## src/rtl/xor_puf_pkg.sv

```systemverilog
// -----------------------------------------------------------------------------
// xor_puf_pkg
// Shared definitions for the XOR-PUF batch sequencer:
//   - command codes presented to the XOR controller
//   - sequencer FSM state encoding
//   - watchdog margin added to the controller count value
// -----------------------------------------------------------------------------
package xor_puf_pkg;

  localparam logic [7:0] CODE_IDLE = 8'd0;
  localparam logic [7:0] CODE_RUN  = 8'd2;
  localparam logic [7:0] CODE_CAP  = 8'd4;

  // Slack given to the XOR controller beyond its own count before the
  // watchdog declares the run dead.
  localparam logic [16:0] TIMEOUT_MARGIN = 17'd16;

  typedef enum logic [2:0] {
    S_IDLE,
    S_ARM,
    S_RUN,
    S_CAP,
    S_ACC,
    S_FIN
  } state_t;

endpackage

```

## src/rtl/xor_puf_run_timer.sv

```systemverilog
// -----------------------------------------------------------------------------
// xor_puf_run_timer
// Watchdog for the RUN phase. Counts consecutive cycles spent in RUN and
// flags expiry during the cycle that completes cnt_val + TIMEOUT_MARGIN of
// them. The count clears whenever RUN is left.
//
// Ports:
//   clk      in   clock
//   reset    in   asynchronous active-low reset
//   running  in   sequencer is in RUN this cycle
//   cnt_val  in   latched XOR-PUF count value
//   expire   out  this RUN cycle reaches the limit
// -----------------------------------------------------------------------------
module xor_puf_run_timer
  import xor_puf_pkg::*;
(
  input  logic        clk,
  input  logic        reset,
  input  logic        running,
  input  logic [15:0] cnt_val,
  output logic        expire
);

  logic [16:0] count;  // RUN cycles already completed
  logic [16:0] limit;

  assign limit  = {1'b0, cnt_val} + TIMEOUT_MARGIN;
  assign expire = running && ((count + 17'd1) == limit);

  // NOTE: state registers use non-blocking assignments so every flop samples
  // the pre-edge values, independent of block evaluation order.
  always_ff @(posedge clk or negedge reset) begin
    if (!reset) begin
      count <= '0;
    end else if (!running) begin
      count <= '0;
    end else if (count != '1) begin
      count <= count + 17'd1;
    end
  end

endmodule

```

## src/rtl/xor_puf_sequencer.sv

```systemverilog
// -----------------------------------------------------------------------------
// xor_puf_sequencer
// Runs a batch of XOR-PUF evaluations through an external XOR controller.
// Each run: ARM (code 0) -> RUN (code 2 until xor_done) -> CAP (code 4) ->
// ACC (sample response). The first response becomes the reference in resp;
// later responses OR their disagreement with it into unstable_mask.
//
// Optional feature: define XOR_PUF_SEQ_TIMEOUT_EN to add a RUN watchdog that
// aborts the batch with err=1 after cnt_val+16 RUN cycles without xor_done.
// Without it err is constant 0 and RUN waits indefinitely.
//
// Ports:
//   clk            in   clock
//   reset          in   asynchronous active-low reset
//   start          in   batch request, sampled in IDLE only
//   abort          in   cancel batch, returns to IDLE on next edge
//   num_runs       in   evaluations per batch, latched on start
//   cnt_val_in     in   XOR-PUF count value, latched on start
//   code           out  command to XOR controller (0 idle, 2 run, 4 capture)
//   cnt_val        out  latched count value
//   xor_done       in   XOR controller done
//   puf_out_reg    in   XOR controller registered response
//   resp           out  reference (first-run) response
//   unstable_mask  out  bits that differed from resp in any later run
//   run_idx        out  completed runs (saturating)
//   busy           out  batch active
//   valid          out  batch result ready
//   err            out  watchdog timeout (sticky until next accepted start)
// -----------------------------------------------------------------------------
module xor_puf_sequencer
  import xor_puf_pkg::*;
#(
  parameter int RESP_W = 128,
  parameter int RUNS_W = 8
) (
  input  logic              clk,
  input  logic              reset,
  input  logic              start,
  input  logic              abort,
  input  logic [RUNS_W-1:0] num_runs,
  input  logic [15:0]       cnt_val_in,
  output logic [7:0]        code,
  output logic [15:0]       cnt_val,
  input  logic              xor_done,
  input  logic [RESP_W-1:0] puf_out_reg,
  output logic [RESP_W-1:0] resp,
  output logic [RESP_W-1:0] unstable_mask,
  output logic [RUNS_W-1:0] run_idx,
  output logic              busy,
  output logic              valid,
  output logic              err
);

  state_t            state, state_next;
  logic [RUNS_W-1:0] num_runs_q;
  logic [RUNS_W-1:0] run_idx_inc;
  logic              start_ok;
  logic              last_run;
  logic              in_run;
  logic              run_timeout;

  // Abort in IDLE also swallows a coincident start.
  assign start_ok    = (state == S_IDLE) && start && !abort && (num_runs != '0);
  assign run_idx_inc = (run_idx == '1) ? run_idx : run_idx + RUNS_W'(1);
  assign last_run    = (run_idx_inc == num_runs_q);
  assign in_run      = (state == S_RUN);
  assign busy        = (state != S_IDLE);

`ifdef XOR_PUF_SEQ_TIMEOUT_EN
  xor_puf_run_timer u_run_timer (
    .clk     (clk),
    .reset   (reset),
    .running (in_run),
    .cnt_val (cnt_val),
    .expire  (run_timeout)
  );

  always_ff @(posedge clk or negedge reset) begin
    if (!reset) begin
      err <= 1'b0;
    end else if (start_ok) begin
      err <= 1'b0;
    end else if (in_run && !abort && !xor_done && run_timeout) begin
      err <= 1'b1;
    end
  end
`else
  assign run_timeout = 1'b0;
  assign err         = 1'b0;
`endif

  always_ff @(posedge clk or negedge reset) begin
    if (!reset) state <= S_IDLE;
    else        state <= state_next;
  end

  // NOTE: every output of this block gets a default first, so no path can
  // leave a signal unassigned and infer a latch.
  always_comb begin
    state_next = state;
    code       = CODE_IDLE;
    unique case (state)
      S_IDLE: if (start_ok) state_next = S_ARM;
      S_ARM:  state_next = S_RUN;
      S_RUN: begin
        code = CODE_RUN;
        if (xor_done)         state_next = S_CAP;
        else if (run_timeout) state_next = S_IDLE;
      end
      S_CAP: begin
        code       = CODE_CAP;
        state_next = S_ACC;
      end
      S_ACC:  state_next = last_run ? S_FIN : S_ARM;
      S_FIN:  state_next = S_IDLE;
      default: state_next = S_IDLE;
    endcase
    if (abort && (state != S_IDLE)) state_next = S_IDLE;
  end

  always_ff @(posedge clk or negedge reset) begin
    if (!reset) begin
      cnt_val       <= '0;
      num_runs_q    <= '0;
      resp          <= '0;
      unstable_mask <= '0;
      run_idx       <= '0;
      valid         <= 1'b0;
    end else if (start_ok) begin
      cnt_val    <= cnt_val_in;
      num_runs_q <= num_runs;
      run_idx    <= '0;
      valid      <= 1'b0;
    end else if (abort && (state != S_IDLE)) begin
      valid <= 1'b0;
    end else if (state == S_ACC) begin
      run_idx <= run_idx_inc;
      if (run_idx == '0) begin
        resp          <= puf_out_reg;
        unstable_mask <= '0;
      end else begin
        unstable_mask <= unstable_mask | (resp ^ puf_out_reg);
      end
      // Raised on entry to FIN, held until the next accepted start.
      if (last_run) valid <= 1'b1;
    end
  end

endmodule
```

## config.mk

```make
export PLATFORM = sky130hd
export DESIGN_NAME = xor_puf_sequencer
export DESIGN_NICKNAME = d
export VERILOG_FILES = /design/src/rtl/xor_puf_pkg.sv /design/src/rtl/xor_puf_run_timer.sv /design/src/rtl/xor_puf_sequencer.sv
export SDC_FILE = /design/constraint.sdc
export NUM_CORES = 1
export LEC_CHECK = 0
export ABC_AREA = 1
export CORE_AREA = 2 2 172 174
export DETAILED_ROUTE_END_ITERATION = 10
export DIE_AREA = 0 0 174 176
export DONT_BUFFER_PORTS = 1
export GPL_ROUTABILITY_DRIVEN = 0
export PLACE_DENSITY = 0.57
export SETUP_SLACK_MARGIN = 0.4
export SLEW_MARGIN = 20
export SYNTH_ARGS = -nofsm -noshare
export SYNTH_HDL_FRONTEND = slang
export SYNTH_SLANG_ARGS = --single-unit
```

## constraint.sdc

```tcl
create_clock -name clk -period 2.2 [get_ports clk]
set_input_delay 0.44 -clock clk [delete_from_list [all_inputs] [get_ports clk]]
set_output_delay 0.44 -clock clk [all_outputs]
set_load 0.02 [all_outputs]
```

==> flow_summary.ini, run 1 <==
[routing]
detailroute.via_count = 9365
final_antenna_violating_net_count = 0
wire_per_inst_um = 23.0
first_iter_violations = 540
drt-vias-per-instance = 5.30
totalWireLength_um = 40600
drt_drc_violations_left = 0
dr.pass1.iters = 5

[grt]
groute.usage.overall = 0.211
overflow = 0
met3_usage = 0.0724
initial_antenna_violation_count = 0
maximum_number_of_pins_on_one_net_before_global_route_repair = 293
met2_usage = 0.347
use_met1 = 0.259
grt_most_used_layer = met2
wire_length_of_the_first_global_routing_pass_um = 50900
first_global_vias = 8766

[cts]
hold_fix_buffers_at_cts = 1
cts_buffers = 34
clock_latency_ns = 0.50
clock_sinks = 292
clk_pin_slew_worst_paths_ns = 0.06
htree_levels = 2
ctsLongestPathBuffers = 3
clk_root_buffer_cell = clkbuf_16
clock_tree_from_tritoncts = built

[sta]
hold_slack_ns = -0.365
slew_headroom = 0.476
clock.fmax_ghz = 0.540
timing_hold_violations_final = 292
period_share = 0.842
setup-violations-final = 0
timing.final.crit_period_ns = 1.85
setup-tns-final_ns = 0
clock-skew-final_ns = 0.0132
worst_pin_slew_ns = 0.785
final_max_slew_viol_count = 0
grt_setup_unrepaired = yes

[final_layout]
layout.cells.most_common = dfrtp_1
antenna_cells = 0
nNetsFinal = 1521
mostFrequentLayoutCells = dfrtp_1 (289), nand2_1 (277), a21oi_1 (136)
postLayoutCellArea_um2 = 16000
layout-drive-gt1-share = 0.270
area.growth.synth_to_final_pct = 29.8
finish.cell_count_without_fillers = 1766
fillerInstances = 2486

[die]
pin_count = 448
core.rowCount = 62
total_core_area_um2 = 28500
floorplan.die.height_um = 176
floorplan.initialDensity = 0.432
die-area_um2 = 30600
die_width_um = 174

[place]
dpl.cell_count = 1644
postPlaceCellArea_um2 = 12700
numPortBuffers = 0
detailedPlacementHpwl_um = 21000

[critical_path]
worstSetupPathType = reg -> reg
worst_path_dominant_cell_family = simple AND/OR/NAND/NOR gates
critical-path-max-stage-delay_ns = 0.42
crit_slowest_cell = dfrtp_1
critical_path.endpoint_type = flop
required_ns = 2.64
reg2reg_slack_ns = 0.35
cp_cell_sequence = inv_2 -> ha_4 -> nand3_4 -> nor4_4 -> nand2_4 -> clkbuf_16 -> clkinv_16 -> clkbuf_16 -> nand2_2 -> nand2_2
timing.rr.end = resp[39]
r2r.worst_path.cells = 10
timing.critical_path.fanout_max = 9
arrival_ns = 2.29
timing.critical_path.buf_inv = 4
r2r_start = run_idx[0]
worst_setup_path_start_kind = flop

[power]
pwr_density_cell_nw_per_um2 = 1330
power.share.combinational = 0.193
net-switching-power_w = 0.00876
clock_power_share = 0.250
vdd_drop_max_uv = 748
leakage_nw = 8.15
switching_portion_of_total_power = 0.412
power.sequential.fraction = 0.558
cellInternalPower_w = 0.0125

[yosys]
ys_types = 30
main_combinational_cell_family_by_area_after_synthesis = simple AND/OR/NAND/NOR gates
adder_cell_fraction_of_synth_area = 0.00203
synthesis.area_per_instance_um2 = 9.51
synth-compound-area-share = 0.0621
synth_warnings = 0
synth-simple-area-share = 0.192
synth-seq-area-share = 0.592
synth_xor_area_frac = 0.0930
postSynthCellCount = 1298
synth.area.mux_share = 0.0146
synth_area_um2 = 12300
synth_seq_cells = 292

[run_status]
outcome = finished, violations left
failing_checks = negative hold slack

[job]
maxCapViolCount = 0

[hold_path]
worst_hold_path_type = in -> async
-- sequential cells by signal, summed over array words and instances, names as in the netlist --
signal / flops
num_runs_q: 8
unstable_mask: 128
state: 3
run_idx: 8
cnt_val: 16
valid: 1
resp: 128
-- timing repair --
action | in CTS | in global routing
resized for setup | 16 | 330
setup endpoints to repair | 260 | 263
cloned | 6 | 47
hold endpoints to repair | 293 | 292
setup buffers | 4 | 8
pin swaps | 1 | 54
-- worst reg2reg max path, cell delays in order (launching register included) --
cell and delay [ns]:
dfrtp_1 0.42, inv_2 0.11, ha_4 0.15, nand3_4 0.08
nor4_4 0.26, nand2_4 0.15, clkbuf_16 0.23, clkinv_16 0.11
clkbuf_16 0.17, nand2_2 0.06, nand2_2 0.06
-- Yosys cell counts (all sizes together) --
cell | count | area, um^2
conb | 1 | 3.75
a311oi | 1 | 8.76
nor4 | 4 | 25.0
o211ai | 1 | 7.51
ha | 2 | 25.0
nand4 | 2 | 12.5
buf | 60 | 419
o22ai | 2 | 12.5
mux2 | 16 | 180
o21bai | 1 | 7.51
dfrtp | 292 | 7310
a21oi | 138 | 691
xor2 | 130 | 1140
inv | 24 | 90.1
nand2 | 442 | 1670
o21ai | 8 | 40.0
clkbuf | 7 | 26.3
nor2 | 148 | 576
nand3 | 16 | 85.1
xnor2 | 1 | 8.76
clkinv | 2 | 7.51
-- power groups by stage --
stage	Sequential (W)	Clock [W]	Combinational [W]
finish	0.0119	0.00531	0.00410
global route	0.0121	0.00564	0.00468
detailed placement	0.0118	0	0.00318
floorplan	0.0110	0	0.00269
global placement	0.0118	0	0.00302
CTS	0.0117	0.00543	0.00326
-- kinds of logic after synthesis --
family,Yosys count
multiplexers,16
other,1
AO/OA/AOI/OAI,151
adder cells (fa/ha/maj),2
flip-flops,292
AND/OR/NAND/NOR,612
buffers and inverters,93
XOR/XNOR,131
-- stage by stage --
step,setup slack (ns),hold WS (ns),total power [W],utilization
final,0.348,-0.365,0.0213,0.561
after global routing,0.247,-0.385,0.0224,0.561
after CTS,0.347,-0.380,0.0204,0.489
after detailed placement,0.0797,0.150,0.0149,0.445
after global placement,0.127,0.152,0.0148,0.445
after floorplan,0.441,0.144,0.0137,-
-- cell type report --
cell class	instances	area, um^2	area share
Clock buffer	49	998	0.0623
Clock inverter	7	47.5	0.00297
Inverter	26	126	0.00789
Multi-Input combinational cell	920	5400	0.337
Sequential cell	292	7310	0.456
Tap cell	384	480	0.0300
Timing Repair Buffer	79	1480	0.0925
Timing Repair inverter	9	181	0.0113
-- per-layer routing --
metal,share of wire,vias to the layer above
met5,0,-
met4,0.036,0
met3,0.083,92
met2,0.49,403
met1,0.39,4655
li1,-,4215
-- worst max path at each step --
stage,cells past startpoint,to,from,slack (ns)
detailed placement,9,resp[111],run_idx[1],0.08
floorplan,12,state[2],run_idx[1],0.44
global route,11,valid,run_idx[0],0.25
global placement,9,resp[17],run_idx[1],0.13
CTS,2,code[2],state[0],0.35
finish,10,resp[39],run_idx[0],0.35
(Power assumes the default switching activity.)
==> run 2, diff against run 1 <==
--- a/config.mk
+++ b/config.mk
@@ -6,12 +6,12 @@
 export NUM_CORES = 1
 export LEC_CHECK = 0
 export ABC_AREA = 1
-export CORE_AREA = 2 2 172 174
+export CORE_AREA = 2 2 174 176
 export DETAILED_ROUTE_END_ITERATION = 10
-export DIE_AREA = 0 0 174 176
+export DIE_AREA = 0 0 176 178
 export DONT_BUFFER_PORTS = 1
 export GPL_ROUTABILITY_DRIVEN = 0
-export PLACE_DENSITY = 0.57
+export PLACE_DENSITY = 0.59
 export SETUP_SLACK_MARGIN = 0.4
 export SLEW_MARGIN = 20
 export SYNTH_ARGS = -nofsm -noshare
==> constraint.sdc (replaced) <==
create_clock -name clk -period 1.6 [get_ports clk]
set_input_delay 0.32 -clock clk [delete_from_list [all_inputs] [get_ports clk]]
set_output_delay 0.32 -clock clk [all_outputs]
set_load 0.02 [all_outputs]
==> flow_summary.ini, run 2 (synthesis gave the netlist of run 1 again) <==
[run_status]
outcome = finished, violations left
failing_checks = negative hold slack, negative setup slack

[routing]
final_antenna_violating_net_count = 0
detailroute.via_count = 10000
drt-vias-per-instance = 5.17
wire_per_inst_um = 19.9
met1_length_um = 14800
met2_length_um = 19500
met3_wirelength_um = 3090
drt_drc_violations_left = 0
totalWireLength_um = 38600
dr.max_layer_used = met4
dr.pass1.iters = 5
first_iter_violations = 629

[final_layout]
reg.largest.list = resp x128, unstable_mask x128, cnt_val x16
finished_core_util = 0.575
mostFrequentLayoutCells = nand2_1 (388), dfrtp_1 (290), dlygate4sd3_1 (154)
postLayoutCellArea_um2 = 16900
antenna_cells = 0
layout-drive-gt1-share = 0.177
area.growth.synth_to_final_pct = 36.9
layout.cells.most_common = nand2_1
nNetsFinal = 1694

[critical_path]
r2r_start = run_idx[0]
critical_path.endpoint_type = flop
reg2reg_slack_ns = -0.19
worstSetupPathType = reg -> reg
launch_point_of_the_worst_path = run_idx[0]
crit_path_end = unstable_mask[27]
r2r.worst_path.cells = 11
timing.rr.end = unstable_mask[27]
required_ns = 2.03
arrival_ns = 2.22
worst_setup_path_start_kind = flop
timing.critical_path.fanout_max = 5

[sta]
worst_pin_slew_ns = 1.10
fin_ws_ns = -0.190
period_share = 1.12
timing.final.crit_period_ns = 1.79
setup-violations-final = 261
clock-skew-final_ns = 0.00861
slew_headroom = 0.264
hold_slack_ns = -0.528
final_max_slew_viol_count = 0
grt_setup_unrepaired = yes
setup-tns-final_ns = -25.15
timing_hold_violations_final = 292
clock.fmax_ghz = 0.559

[die]
die-area_um2 = 31300
floorplan.die.height_um = 178
pin_count = 448
floorplan.initialDensity = 0.420
die_width_um = 176
core.rowCount = 63
total_core_area_um2 = 29400

[cts]
clock_sinks = 292
clk_pin_slew_worst_paths_ns = 0.06
htree_levels = 1
clk_root_buffer_cell = clkbuf_16
ctsLongestPathBuffers = 3
clock_latency_ns = 0.55
clock_tree_from_tritoncts = built
cts_buffers = 31

[job]
maxCapViolCount = 0

[grt]
first_global_vias = 10200
wire_length_of_the_first_global_routing_pass_um = 56300
maximum_number_of_pins_on_one_net_before_global_route_repair = 293
initial_antenna_violation_count = 0
groute.usage.overall = 0.225
overflow = 0

[place]
postPlaceCellArea_um2 = 13100
detailedPlacementHpwl_um = 22100
numPortBuffers = 0

[power]
power.total_w = 0.0289
pwr_density_cell_nw_per_um2 = 1710
leakage_nw = 8.50
vdd_drop_max_uv = 1040

[hold_path]
worst_hold_path_type = in -> async
-- run 2: cell count changes in the layout (fill, tap and decap cells not counted), moves of 13 or more --
cell | before | now
buf_4 | 19 | 48
buf_6 | 5 | 18
clkbuf_16 | 62 | 40
dlygate4sd3_1 | 1 | 154
nand2_1 | 277 | 388
nand2_2 | 111 | 43
nand2_4 | 55 | 11
nor2_1 | 112 | 127
-- run 2: cell type report --
cell class                 count  area [um^2]
fill                        2445        12500
sequential                   292         7310
multi-input combinational    920         4890
timing repair buffer         262         3080
clock buffer                  40          850
tap                          390          488
inverter                      26          119
clock inverter                 9         97.6
timing repair inverter         2         60.1
-- run 2: power breakdown --
part	total (W)	leakage (nW)	switching (W)	internal [W]
Combinational	0.00584	4.22	0.00286	0.00298
Clock	0.00688	0.469	0.00288	0.00400
Sequential	0.0162	3.80	0.00611	0.0101
Total	0.0289	8.50	0.0119	0.0170
-- run 2: per-stage QoR --
step                      setup slack, ns  instances
after floorplan                   0.00129       1304
after global placement             -0.116       1696
after detailed placement           -0.150       1696
after CTS                          -0.152       1926
after global routing               -0.302       1941
final                              -0.190       1941
-- run 2: what timing repair did --
| action | in CTS | in global routing |
|---|---|---|
| buffers inserted | 17 | 2 |
| hold endpoints to repair | 449 | 293 |
| resized for setup | 80 | 90 |
| pin swaps | 12 | 20 |
| hold buffers | 153 | 1 |
| gates cloned | 11 | 12 |
| setup endpoints to repair | 575 | 575 |
-- run 2: worst min path at each step --
stage | from | to | slack, ns | cells past startpoint
final | reset | unstable_mask[101] | -0.53 | 0
after global routing | reset | unstable_mask[101] | -0.57 | 0
after CTS | reset | unstable_mask[101] | -0.56 | 0
after detailed placement | reset | unstable_mask[101] | 0.03 | 0
after global placement | reset | unstable_mask[101] | 0.03 | 0
after floorplan | reset | cnt_val[0] | 0.02 | 0
-- run 2: critical path: stages, from the launching register on --
cell and delay (ns):
dfrtp_2 0.41, inv_2 0.08, ha_4 0.13, nand3_2 0.06, nor4_2 0.21, buf_4 0.17
nand2_8 0.09, buf_12 0.17, clkinv_16 0.07, buf_12 0.10, clkbuf_16 0.14, nor2_2 0.03
-- run 2: layer usage --
| layer | vias to the layer above | GRT usage |
|---|---|---|
| li1 | 4540 | - |
| met1 | 4977 | 0.268 |
| met2 | 428 | 0.396 |
| met3 | 90 | 0.0614 |
| met4 | 0 | 0.0737 |
| met5 | - | 0 |
